**src/rtl/pc_control_pkg.sv**
```systemverilog
// Shared types and constants for the program-counter control block.
package pc_control_pkg;

   // Branch condition codes carried in the instruction word.
   typedef enum logic [2:0] {
      BNE = 3'b000,
      BE  = 3'b001,
      BGT = 3'b010,
      BLT = 3'b011,
      BGE = 3'b100,
      BLE = 3'b101,
      BO  = 3'b110,
      UCD = 3'b111
   } cond_t;

   // Sequential step: one instruction word is two bytes.
   localparam logic [15:0] PC_INC   = 16'd2;
   localparam logic [15:0] PC_RESET = 16'h0000;

endpackage : pc_control_pkg

```
**src/rtl/pc_control_cond_eval.sv**
```systemverilog
// Combinational branch-condition evaluator: decides whether condition c
// holds on flags f = {N, O, Z}. Bits not used by a condition are ignored.
import pc_control_pkg::*;

module cond_eval (
   input  cond_t       c,
   input  logic [2:0]  f,
   output logic        cond_true
);

   logic flag_n;
   logic flag_o;
   logic flag_z;

   assign flag_n = f[2];
   assign flag_o = f[1];
   assign flag_z = f[0];

   // Decode the condition code against the relevant flag bits.
   always_comb begin
      cond_true = 1'b0;
      case (c)
         BNE:     cond_true = ~flag_z;
         BE:      cond_true = flag_z;
         BGT:     cond_true = ~flag_z & ~flag_n;
         BLT:     cond_true = flag_n;
         BGE:     cond_true = flag_z | (~flag_z & ~flag_n);
         BLE:     cond_true = flag_n | flag_z;
         BO:      cond_true = flag_o;
         UCD:     cond_true = 1'b1;
         default: cond_true = 1'b0;
      endcase
   end

endmodule : cond_eval

```
**src/rtl/pc_control.sv**
```systemverilog
// Next-PC computation: sequential increment or PC-relative branch target,
// selected by the evaluated branch condition and registered once per clock.
import pc_control_pkg::*;

module pc_control (
   input  logic               clk,
   input  logic               rst,
   input  logic               branch,
   input  cond_t              c,
   input  logic signed [8:0]  imm,
   input  logic [2:0]         f,
   input  logic [15:0]        pc_in,
   output logic [15:0]        pc_out,
   output logic               taken
);

   logic        cond_true;
   logic [15:0] seq;
   logic [15:0] imm_ext;
   logic [15:0] tgt;
   logic        take;
   logic [15:0] pc_out_d;
   logic [15:0] pc_out_q;
   logic        taken_d;
   logic        taken_q;

   cond_eval u_cond_eval (
      .c         (c),
      .f         (f),
      .cond_true (cond_true)
   );

   // Address arithmetic and next-PC selection; all sums wrap modulo 2^16.
   always_comb begin
      seq      = pc_in + PC_INC;
      imm_ext  = {{7{imm[8]}}, imm};
      tgt      = seq + {imm_ext[14:0], 1'b0};
      take     = branch & cond_true;
      pc_out_d = take ? tgt : seq;
      taken_d  = take;
   end

   // Output registers; reset clears them immediately regardless of clk.
   always_ff @(posedge clk or posedge rst) begin
      if (rst) begin
         pc_out_q <= PC_RESET;
         taken_q  <= 1'b0;
      end else begin
         pc_out_q <= pc_out_d;
         taken_q  <= taken_d;
      end
   end

   assign pc_out = pc_out_q;
   assign taken  = taken_q;

endmodule : pc_control

```
**config.mk**
```make
export PLATFORM = sky130hd
export DESIGN_NAME = pc_control
export DESIGN_NICKNAME = d
export VERILOG_FILES = /design/src/rtl/pc_control_pkg.sv /design/src/rtl/pc_control_cond_eval.sv /design/src/rtl/pc_control.sv
export SDC_FILE = /design/constraint.sdc
export NUM_CORES = 1
export LEC_CHECK = 0
export CAP_MARGIN = 20
export CORE_UTILIZATION = 47
export DETAILED_ROUTE_END_ITERATION = 12
export PLACE_DENSITY_LB_ADDON = 0.1
export SKIP_CTS_REPAIR_TIMING = 1
export SYNTH_ARGS = -nofsm -noshare
export SYNTH_HDL_FRONTEND = slang
export SYNTH_SLANG_ARGS = --single-unit
```
**constraint.sdc**
```tcl
create_clock -name clk -period 0.8 [get_ports clk]
set_clock_uncertainty 0.05 [all_clocks]
set_input_delay 0.16 -clock clk [delete_from_list [all_inputs] [get_ports clk]]
set_output_delay 0.16 -clock clk [all_outputs]
set_load 0.03 [all_outputs]
```
==> impl_metrics.xml, run 1 <==
<?xml version="1.0" encoding="UTF-8"?>
<metrics>
  <group name="run_status">
    <metric name="run_status" unit="">aborted with a tool error</metric>
    <metric name="failing_step" unit="">global routing</metric>
    <metric name="error_message" unit="">[ERROR DPL-0038] Utilization greater than 100%, impossible to legalize</metric>
  </group>
  <group name="synthesis">
    <metric name="total_nets_after_synthesis" unit="">241</metric>
    <metric name="synth_enable_flop_cells" unit="">0</metric>
    <metric name="netlist.top_cell.by_area" unit="">dfrtp_1</metric>
    <metric name="netlist_instances" unit="">187</metric>
    <metric name="ys_seq_elements" unit="">17</metric>
    <metric name="ys_seq_area_share" unit="%">25.7</metric>
    <metric name="synth.cells.most_frequent" unit="">nand2_1, ha_1, dfrtp_1</metric>
    <metric name="synthesis.area_per_instance" unit="um2">8.87</metric>
    <metric name="synth_cell_area" unit="um2">1660</metric>
    <metric name="post_synth_num_cell_types" unit="">44</metric>
    <metric name="synth_most_common_cell" unit="">nand2_1</metric>
    <metric name="yosysWarnings" unit="">0</metric>
    <metric name="ys_async_sr_fraction" unit="%">100</metric>
    <metric name="synthDominantCellAreaShare" unit="%">25.7</metric>
    <metric name="synth-main-ff-cell" unit="">dfrtp_1</metric>
    <metric name="post_synth_main_area_contributors" unit="">dfrtp_1, ha_1, xor2_1</metric>
  </group>
  <group name="timing">
    <metric name="grt-worst-endpoint" unit="">pc_out[15]$_DFF_PP0_/D</metric>
    <metric name="worst-ep-kind" unit="">register input</metric>
  </group>
  <group name="clock_network">
    <metric name="cts_sinks" unit="">17</metric>
    <metric name="cts_root_buffer" unit="">clkbuf_4</metric>
    <metric name="cts.path.max_buffers" unit="">2</metric>
    <metric name="cts-htree-levels" unit="">1</metric>
    <metric name="numCtsBuffers" unit="">3</metric>
  </group>
  <group name="placement">
    <metric name="number_of_port_buffers" unit="">50</metric>
    <metric name="finalWeightedCongestion" unit="">0.924</metric>
    <metric name="dpl_wire_length" unit="um">3820</metric>
  </group>
  <group name="floorplan">
    <metric name="num_io_pins" unit="">51</metric>
    <metric name="start_util" unit="%">49.3</metric>
    <metric name="die_height" unit="um">61.4</metric>
    <metric name="die_width" unit="um">61.4</metric>
    <metric name="std_cell_rows" unit="">21</metric>
  </group>
  <group name="global_route">
    <metric name="maximum_number_of_pins_on_one_net_before_global_route_repair" unit="">18</metric>
  </group>
</metrics>
==> cells by family after synthesis <==
group                      count (synthesis)  synth area share, %
and+or+nand+nor                           66                 23.2
AOI/OAI and AO/OA                         49                 19.6
xor gates and xnor gates                  23                 12.2
adders and majority gates                 20                 15.5
DFF                                       17                 25.7
buffers and inverters                     11                 3.17
muxes                                      1                0.604
==> stage by stage <==
stage	setup WS [ns]	setup TNS [ns]	utilization (%)	instances	instance area [um2]
floorplan	-1.19	-12.75	-	187	1730
global placement	-1.95	-25.67	79.7	337	2680
detailed placement	-2.07	-26.96	79.7	337	2680
CTS	-1.80	-26.19	80.5	341	2710
==> run 2: changes to the inputs <==
--- a/config.mk
+++ b/config.mk
@@ -6,9 +6,9 @@
 export NUM_CORES = 1
 export LEC_CHECK = 0
 export CAP_MARGIN = 20
-export CORE_UTILIZATION = 47
+export CORE_UTILIZATION = 40
 export DETAILED_ROUTE_END_ITERATION = 12
-export PLACE_DENSITY_LB_ADDON = 0.1
+export PLACE_DENSITY_LB_ADDON = 0.15
 export SKIP_CTS_REPAIR_TIMING = 1
 export SYNTH_ARGS = -nofsm -noshare
 export SYNTH_HDL_FRONTEND = slang
==> run 2 against run 1 <==
The flow now finishes, with violations (setup timing). Synthesized area stayed put. Synthesized cell count stayed put.
==> impl_metrics.xml, run 2 <==
<?xml version="1.0" encoding="UTF-8"?>
<metrics>
  <group name="run_status">
    <metric name="run_status" unit="">finished with violations</metric>
    <metric name="violated_checks" unit="">setup timing</metric>
  </group>
  <group name="placement">
    <metric name="post-place-cells" unit="">345</metric>
    <metric name="dpl_wire_length" unit="um">3460</metric>
    <metric name="number_of_port_buffers" unit="">50</metric>
    <metric name="finalWeightedCongestion" unit="">0.824</metric>
  </group>
  <group name="route">
    <metric name="wl" unit="um">5600</metric>
    <metric name="number_of_drc_markers_in_iteration_0" unit="">115</metric>
    <metric name="routed-via-count" unit="">1891</metric>
    <metric name="detail_route.drc_violations" unit="">0</metric>
    <metric name="avgViaCountPerCell" unit="">5.21</metric>
    <metric name="wire_per_inst" unit="um">15.4</metric>
    <metric name="drt-pass1-iter-count" unit="">4</metric>
    <metric name="postRouteAntennaNets" unit="">0</metric>
  </group>
  <group name="setup_path">
    <metric name="timing.critical_path.from" unit="">pc_in[1]</metric>
    <metric name="worst_setup_path_start_kind" unit="">input port</metric>
    <metric name="criticalPathCategory" unit="">input port to flip-flop</metric>
    <metric name="critical_path_depth" unit="">13</metric>
    <metric name="critPathCapture" unit="">pc_out[15]</metric>
    <metric name="cp_slowest_stage_delay" unit="ns">0.27</metric>
    <metric name="critPathTopFamily" unit="">simple AND/OR/NAND/NOR gates</metric>
    <metric name="endpoint_kind" unit="">flip-flop</metric>
    <metric name="critPathMostFrequentCell" unit="">ha_4</metric>
    <metric name="timing.critical_path.buf_inv" unit="">2</metric>
    <metric name="cp_cell_sequence" unit="">buf_8, buf_6, ha_4, nand3_4, nor2_4, xor2_4, ha_4, a21o_1, a21oi_2, o31ai_2, nor3_1, nand3b_1, xnor2_1</metric>
    <metric name="cp_data_arrival_time" unit="ns">2.29</metric>
    <metric name="critical_path_peak_fanout" unit="">4</metric>
    <metric name="timing.critical_path.required" unit="ns">0.93</metric>
    <metric name="worst_path_max_delay_cell" unit="">xor2_4</metric>
  </group>
  <group name="floorplan">
    <metric name="coreArea" unit="um2">4000</metric>
    <metric name="die_area" unit="um2">4410</metric>
    <metric name="start_util" unit="%">41.4</metric>
    <metric name="std_cell_rows" unit="">23</metric>
    <metric name="die_height" unit="um">66.4</metric>
    <metric name="num_io_pins" unit="">51</metric>
    <metric name="die_width" unit="um">66.4</metric>
  </group>
  <group name="global_route">
    <metric name="via_count_of_the_first_global_routing_pass" unit="">1618</metric>
    <metric name="gr-usage-all-layers" unit="%">19.7</metric>
    <metric name="grt_remaining_overflow" unit="">0</metric>
    <metric name="maximum_number_of_pins_on_one_net_before_global_route_repair" unit="">25</metric>
    <metric name="grt_first_pass_wirelength" unit="um">6660</metric>
    <metric name="number_of_antenna_violations_at_the_first_check_in_global_routing" unit="">0</metric>
  </group>
  <group name="clock_network">
    <metric name="cts_sinks" unit="">17</metric>
    <metric name="cts.clk_slew.worst_paths" unit="ns">0.07</metric>
    <metric name="tritoncts" unit="">yes</metric>
    <metric name="numCtsBuffers" unit="">3</metric>
    <metric name="cts-htree-levels" unit="">1</metric>
    <metric name="cts_root_buffer" unit="">clkbuf_8</metric>
    <metric name="cts.path.max_buffers" unit="">2</metric>
  </group>
  <group name="synthesis">
    <metric name="post_synth_num_cell_types" unit="">44</metric>
    <metric name="synth_cell_area" unit="um2">1660</metric>
    <metric name="ys_async_sr_fraction" unit="%">100</metric>
    <metric name="yosysWarnings" unit="">0</metric>
    <metric name="synth_most_common_cell" unit="">nand2_1</metric>
    <metric name="synthDominantCellAreaShare" unit="%">25.7</metric>
    <metric name="synth_enable_flop_cells" unit="">0</metric>
    <metric name="netlist.top_cell.by_area" unit="">dfrtp_1</metric>
    <metric name="total_nets_after_synthesis" unit="">241</metric>
    <metric name="ys_seq_area_share" unit="%">25.7</metric>
    <metric name="synthesis.area_per_instance" unit="um2">8.87</metric>
    <metric name="ys_seq_elements" unit="">17</metric>
    <metric name="post_synth_main_area_contributors" unit="">dfrtp_1, ha_1, xor2_1</metric>
    <metric name="synth.cells.most_frequent" unit="">nand2_1, ha_1, dfrtp_1</metric>
    <metric name="synth-main-ff-cell" unit="">dfrtp_1</metric>
    <metric name="netlist_instances" unit="">187</metric>
  </group>
  <group name="power">
    <metric name="power.ir.vdd_worst" unit="mV">0.816</metric>
    <metric name="p_per_area" unit="nW/um2">1260</metric>
    <metric name="total_leakage_power" unit="uW">0.00157</metric>
  </group>
  <group name="timing">
    <metric name="setup_viol_count_final" unit="">33</metric>
    <metric name="worst-slew-pin-transition" unit="ns">0.299</metric>
    <metric name="slew_violations" unit="">0</metric>
    <metric name="maxSlewHeadroom" unit="%">80.1</metric>
    <metric name="rsz0062_at_grt" unit="">true</metric>
    <metric name="finalHoldViolations" unit="">0</metric>
    <metric name="final.setup.worst_slack" unit="ns">-1.36</metric>
    <metric name="period_share" unit="%">270</metric>
    <metric name="timing.final.crit_period" unit="ns">2.16</metric>
    <metric name="achievable-frequency" unit="MHz">463</metric>
  </group>
  <group name="job">
    <metric name="max_cap_viol_count" unit="">0</metric>
  </group>
  <group name="cells_and_area">
    <metric name="final_cell_mix" unit="">buf_4, buf_6, nand2_1</metric>
    <metric name="layout_commonest_cell" unit="">buf_4</metric>
    <metric name="final_cells" unit="">363</metric>
    <metric name="fraction_of_final_layout_cells_with_drive_strength_greater_than_1" unit="%">56.2</metric>
    <metric name="fin_util" unit="%">82.1</metric>
    <metric name="insertedDiodeCount" unit="">0</metric>
    <metric name="flip_flop_count_of_the_largest_register_after_layout" unit="">16</metric>
    <metric name="syn2layout_area_growth" unit="%">98.0</metric>
    <metric name="numnets_final" unit="">368</metric>
  </group>
  <group name="worst_hold_path">
    <metric name="timing.hold.worst_path_depth" unit="">3</metric>
    <metric name="worst_hold_path_type" unit="">input port to flip-flop</metric>
  </group>
</metrics>
[run 2: per-stage QoR]
stage | setup TNS (ns) | setup slack (ns) | hold WS, ns | power (uW) | instance area [um2]
floorplan | -12.75 | -1.19 | 0.0361 | 2050 | 1730
finish | -18.23 | -1.36 | 0.134 | 4130 | 3280
global route | -19.67 | -1.45 | 0.131 | 4320 | 3280
CTS | -25.93 | -1.82 | 0.165 | 3620 | 2750
global placement | -26.42 | -2.02 | 0.437 | 2910 | 2700
detailed placement | -26.82 | -2.10 | 0.447 | 2930 | 2700
[run 2: metal layers]
metal,wire (um),vias up,track usage [%]
li1,-,928,-
met1,2250,883,24.1
met2,3000,71,34.8
met3,238,9,1.38
met4,111,0,8.78
met5,0,-,0
[run 2: cells by family after synthesis]
family                     Yosys count  synth area share (%)
buffers and inverters               11                  3.17
muxes                                1                 0.604
and+or+nand+nor                     66                  23.2
xor gates and xnor gates            23                  12.2
DFF                                 17                  25.7
adders and majority gates           20                  15.5
AOI/OAI and AO/OA                   49                  19.6
[run 2: final cells by class]
cell class	instances	area, um2
clock buffers	3	41.3
clock inverters	1	7.51
fillers	214	717
inverters	8	32.5
multi-input cells	159	1550
flip-flops and latches	17	425
well taps	50	62.6
repair buffers	125	1170
[run 2: worst min-delay path by stage]
| stage | startpoint | endpoint |
|---|---|---|
| finish | pc_in[1] | pc_out[1] |
| global route | pc_in[1] | pc_out[1] |
| CTS | rst | pc_out[0] |
| detailed placement | rst | pc_out[0] |
| global placement | rst | pc_out[0] |
| floorplan | rst | pc_out[0] |
[run 2: power breakdown]
part | total [uW] | internal [uW] | switching, uW
Clock | 690 | 352 | 337
Combinational | 2410 | 1230 | 1180
Sequential | 1040 | 979 | 56.9
Total | 4130 | 2560 | 1570
Note: power is estimated with default switching activity, not from simulation.
==> run 3: changes to the inputs <==
--- a/config.mk
+++ b/config.mk
@@ -6,7 +6,9 @@
 export NUM_CORES = 1
 export LEC_CHECK = 0
 export CAP_MARGIN = 20
-export CORE_UTILIZATION = 40
+export CELL_PAD_IN_SITES_DETAIL_PLACEMENT = 0
+export CELL_PAD_IN_SITES_GLOBAL_PLACEMENT = 1
+export CORE_UTILIZATION = 35
 export DETAILED_ROUTE_END_ITERATION = 12
 export PLACE_DENSITY_LB_ADDON = 0.15
 export SKIP_CTS_REPAIR_TIMING = 1
==> run 3 against run 2 <==
The flow finishes with violations (DRC, setup timing). Combinational power about the same. Cell area up 1.3%. Clock power down 5.5%. Critical endpoint unchanged. Highest routed layer unchanged.
==> impl_metrics.xml, run 3 (synthesis gave the netlist of run 2 again) <==
<?xml version="1.0" encoding="UTF-8"?>
<metrics>
  <group name="floorplan">
    <metric name="std_cell_rows" unit="">24</metric>
    <metric name="die_height" unit="um">70.8</metric>
    <metric name="die_area" unit="um2">5020</metric>
    <metric name="num_io_pins" unit="">51</metric>
    <metric name="start_util" unit="%">37.3</metric>
    <metric name="coreArea" unit="um2">4440</metric>
    <metric name="die_width" unit="um">70.8</metric>
  </group>
  <group name="power">
    <metric name="cell_internal_pwr" unit="uW">2560</metric>
    <metric name="switching_power_summed_over_all_nets" unit="uW">1530</metric>
    <metric name="sequentialPowerShare" unit="%">25.3</metric>
    <metric name="power.share.switching" unit="%">37.4</metric>
    <metric name="power.ir.vdd_worst" unit="mV">0.489</metric>
    <metric name="p_per_area" unit="nW/um2">1230</metric>
    <metric name="p_comb_share" unit="%">58.8</metric>
    <metric name="clockPowerShare" unit="%">16.0</metric>
    <metric name="total_leakage_power" unit="uW">0.00155</metric>
  </group>
  <group name="timing">
    <metric name="final.setup.worst_slack" unit="ns">-1.27</metric>
    <metric name="achievable-frequency" unit="MHz">483</metric>
    <metric name="period_share" unit="%">259</metric>
    <metric name="finalHoldViolations" unit="">0</metric>
    <metric name="worst-slew-pin-transition" unit="ns">0.267</metric>
    <metric name="smallest_hold_slack" unit="ns">0.156</metric>
    <metric name="slew_violations" unit="">0</metric>
    <metric name="setup_viol_count_final" unit="">33</metric>
    <metric name="timing.final.crit_period" unit="ns">2.07</metric>
    <metric name="maxSlewHeadroom" unit="%">82.0</metric>
    <metric name="rsz0062_at_grt" unit="">true</metric>
  </group>
  <group name="placement">
    <metric name="number_of_port_buffers" unit="">50</metric>
    <metric name="dpl_wire_length" unit="um">3420</metric>
    <metric name="placement.setup.worst_slack" unit="ns">-2.12</metric>
    <metric name="finalWeightedCongestion" unit="">0.803</metric>
  </group>
  <group name="global_route">
    <metric name="via_count_of_the_first_global_routing_pass" unit="">1583</metric>
    <metric name="grt_remaining_overflow" unit="">0</metric>
    <metric name="gr_met1_demand_resource" unit="%">25.2</metric>
    <metric name="grt-busiest-layer" unit="">met2</metric>
    <metric name="gr-usage-all-layers" unit="%">17.8</metric>
    <metric name="grt_first_pass_wirelength" unit="um">7040</metric>
    <metric name="globalRouteMet3Util" unit="%">1.42</metric>
    <metric name="maximum_number_of_pins_on_one_net_before_global_route_repair" unit="">23</metric>
    <metric name="number_of_antenna_violations_at_the_first_check_in_global_routing" unit="">0</metric>
    <metric name="groute.layer.met2.usage" unit="%">28.3</metric>
  </group>
  <group name="route">
    <metric name="routed-via-count" unit="">1813</metric>
    <metric name="avgViaCountPerCell" unit="">4.98</metric>
    <metric name="wire_per_inst" unit="um">14.1</metric>
    <metric name="postRouteAntennaNets" unit="">0</metric>
    <metric name="number_of_drc_markers_in_iteration_0" unit="">58</metric>
    <metric name="drt-pass1-iter-count" unit="">8</metric>
    <metric name="detail_route.drc_violations" unit="">6</metric>
    <metric name="wl" unit="um">5120</metric>
  </group>
  <group name="clock_network">
    <metric name="cts.path.max_buffers" unit="">2</metric>
    <metric name="numCtsBuffers" unit="">3</metric>
    <metric name="cts_sinks" unit="">17</metric>
    <metric name="cts_root_buffer" unit="">clkbuf_8</metric>
    <metric name="cts.clk_slew.worst_paths" unit="ns">0.07</metric>
    <metric name="tritoncts" unit="">yes</metric>
    <metric name="cts-htree-levels" unit="">1</metric>
  </group>
  <group name="cells_and_area">
    <metric name="syn2layout_area_growth" unit="%">101</metric>
    <metric name="fraction_of_final_layout_cells_with_drive_strength_greater_than_1" unit="%">56.1</metric>
    <metric name="layout_commonest_cell" unit="">buf_4</metric>
    <metric name="insertedDiodeCount" unit="">0</metric>
    <metric name="final_cell_mix" unit="">buf_4, buf_6, nand2_1</metric>
    <metric name="numnets_final" unit="">367</metric>
    <metric name="flip_flop_count_of_the_largest_register_after_layout" unit="">16</metric>
  </group>
  <group name="setup_path">
    <metric name="critical_path_peak_fanout" unit="">4</metric>
    <metric name="endpoint_kind" unit="">flip-flop</metric>
    <metric name="timing.critical_path.required" unit="ns">0.93</metric>
    <metric name="criticalPathCategory" unit="">input port to flip-flop</metric>
    <metric name="cp_data_arrival_time" unit="ns">2.20</metric>
    <metric name="worst_setup_path_start_kind" unit="">input port</metric>
  </group>
  <group name="run_status">
    <metric name="run_status" unit="">finished with violations</metric>
    <metric name="violated_checks" unit="">DRC, setup timing</metric>
  </group>
  <group name="worst_hold_path">
    <metric name="worst_hold_path_type" unit="">input port to async pin</metric>
  </group>
  <group name="job">
    <metric name="max_cap_viol_count" unit="">0</metric>
  </group>
</metrics>
-- run 3: stage by stage --
step                utilization, %  cell area (um2)  instances  TNS [ns]  power, uW
floorplan                        -             1730        187    -12.75       2050
global placement              60.4             2680        344    -26.97       2900
detailed placement            60.4             2680        344    -26.99       2920
CTS                           61.4             2730        348    -25.98       3580
global route                  74.9             3330        364    -19.78       4330
finish                        74.9             3330        364    -18.05       4090
-- run 3: path summary, 6_finish.rpt --
| kind | startpoint | end | slack [ns] | cells past startpoint |
|---|---|---|---|---|
| max | pc_in[5] | pc_out[15] | -1.27 | 12 |
| min | rst | pc_out[0] | 0.16 | 3 |
| max in group asynchronous | rst | pc_out[8] | 0.42 | 3 |
| min in group clk | pc_in[1] | pc_out[1] | 0.16 | 3 |
-- run 3: area by class of cell --
type                            count  area, um2
Fill cell                         316       1120
Tap cell                           52       65.1
Timing Repair Buffer              124       1150
Sequential cell                    17        425
Multi-Input combinational cell    159       1610
Clock buffer                        3       41.3
Clock inverter                      1       5.00
Inverter                            8       32.5
-- run 3: power groups by stage --
stage	Combinational (uW)	Sequential, uW	Clock [uW]
global route	2570	1040	719
global placement	1880	1020	0
detailed placement	1890	1030	0
floorplan	770	1280	0
finish	2400	1030	652
CTS	1900	1010	669
-- run 3: worst max-delay path, stage by stage --
cell,delay (ns)
buf_2,0.11
nand4_4,0.13
buf_6,0.15
nor4_4,0.30
xor2_2,0.26
ha_4,0.25
nand2_2,0.12
o21a_1,0.18
o31ai_4,0.09
nor3_2,0.18
nand3b_1,0.14
xnor2_1,0.12
-- run 3: layer usage --
| metal | routed length, um | vias to the layer above |
|---|---|---|
| met4 | 95 | 0 |
| met1 | 2300 | 831 |
| li1 | - | 919 |
| met3 | 168 | 10 |
| met2 | 2560 | 53 |
| met5 | 0 | - |
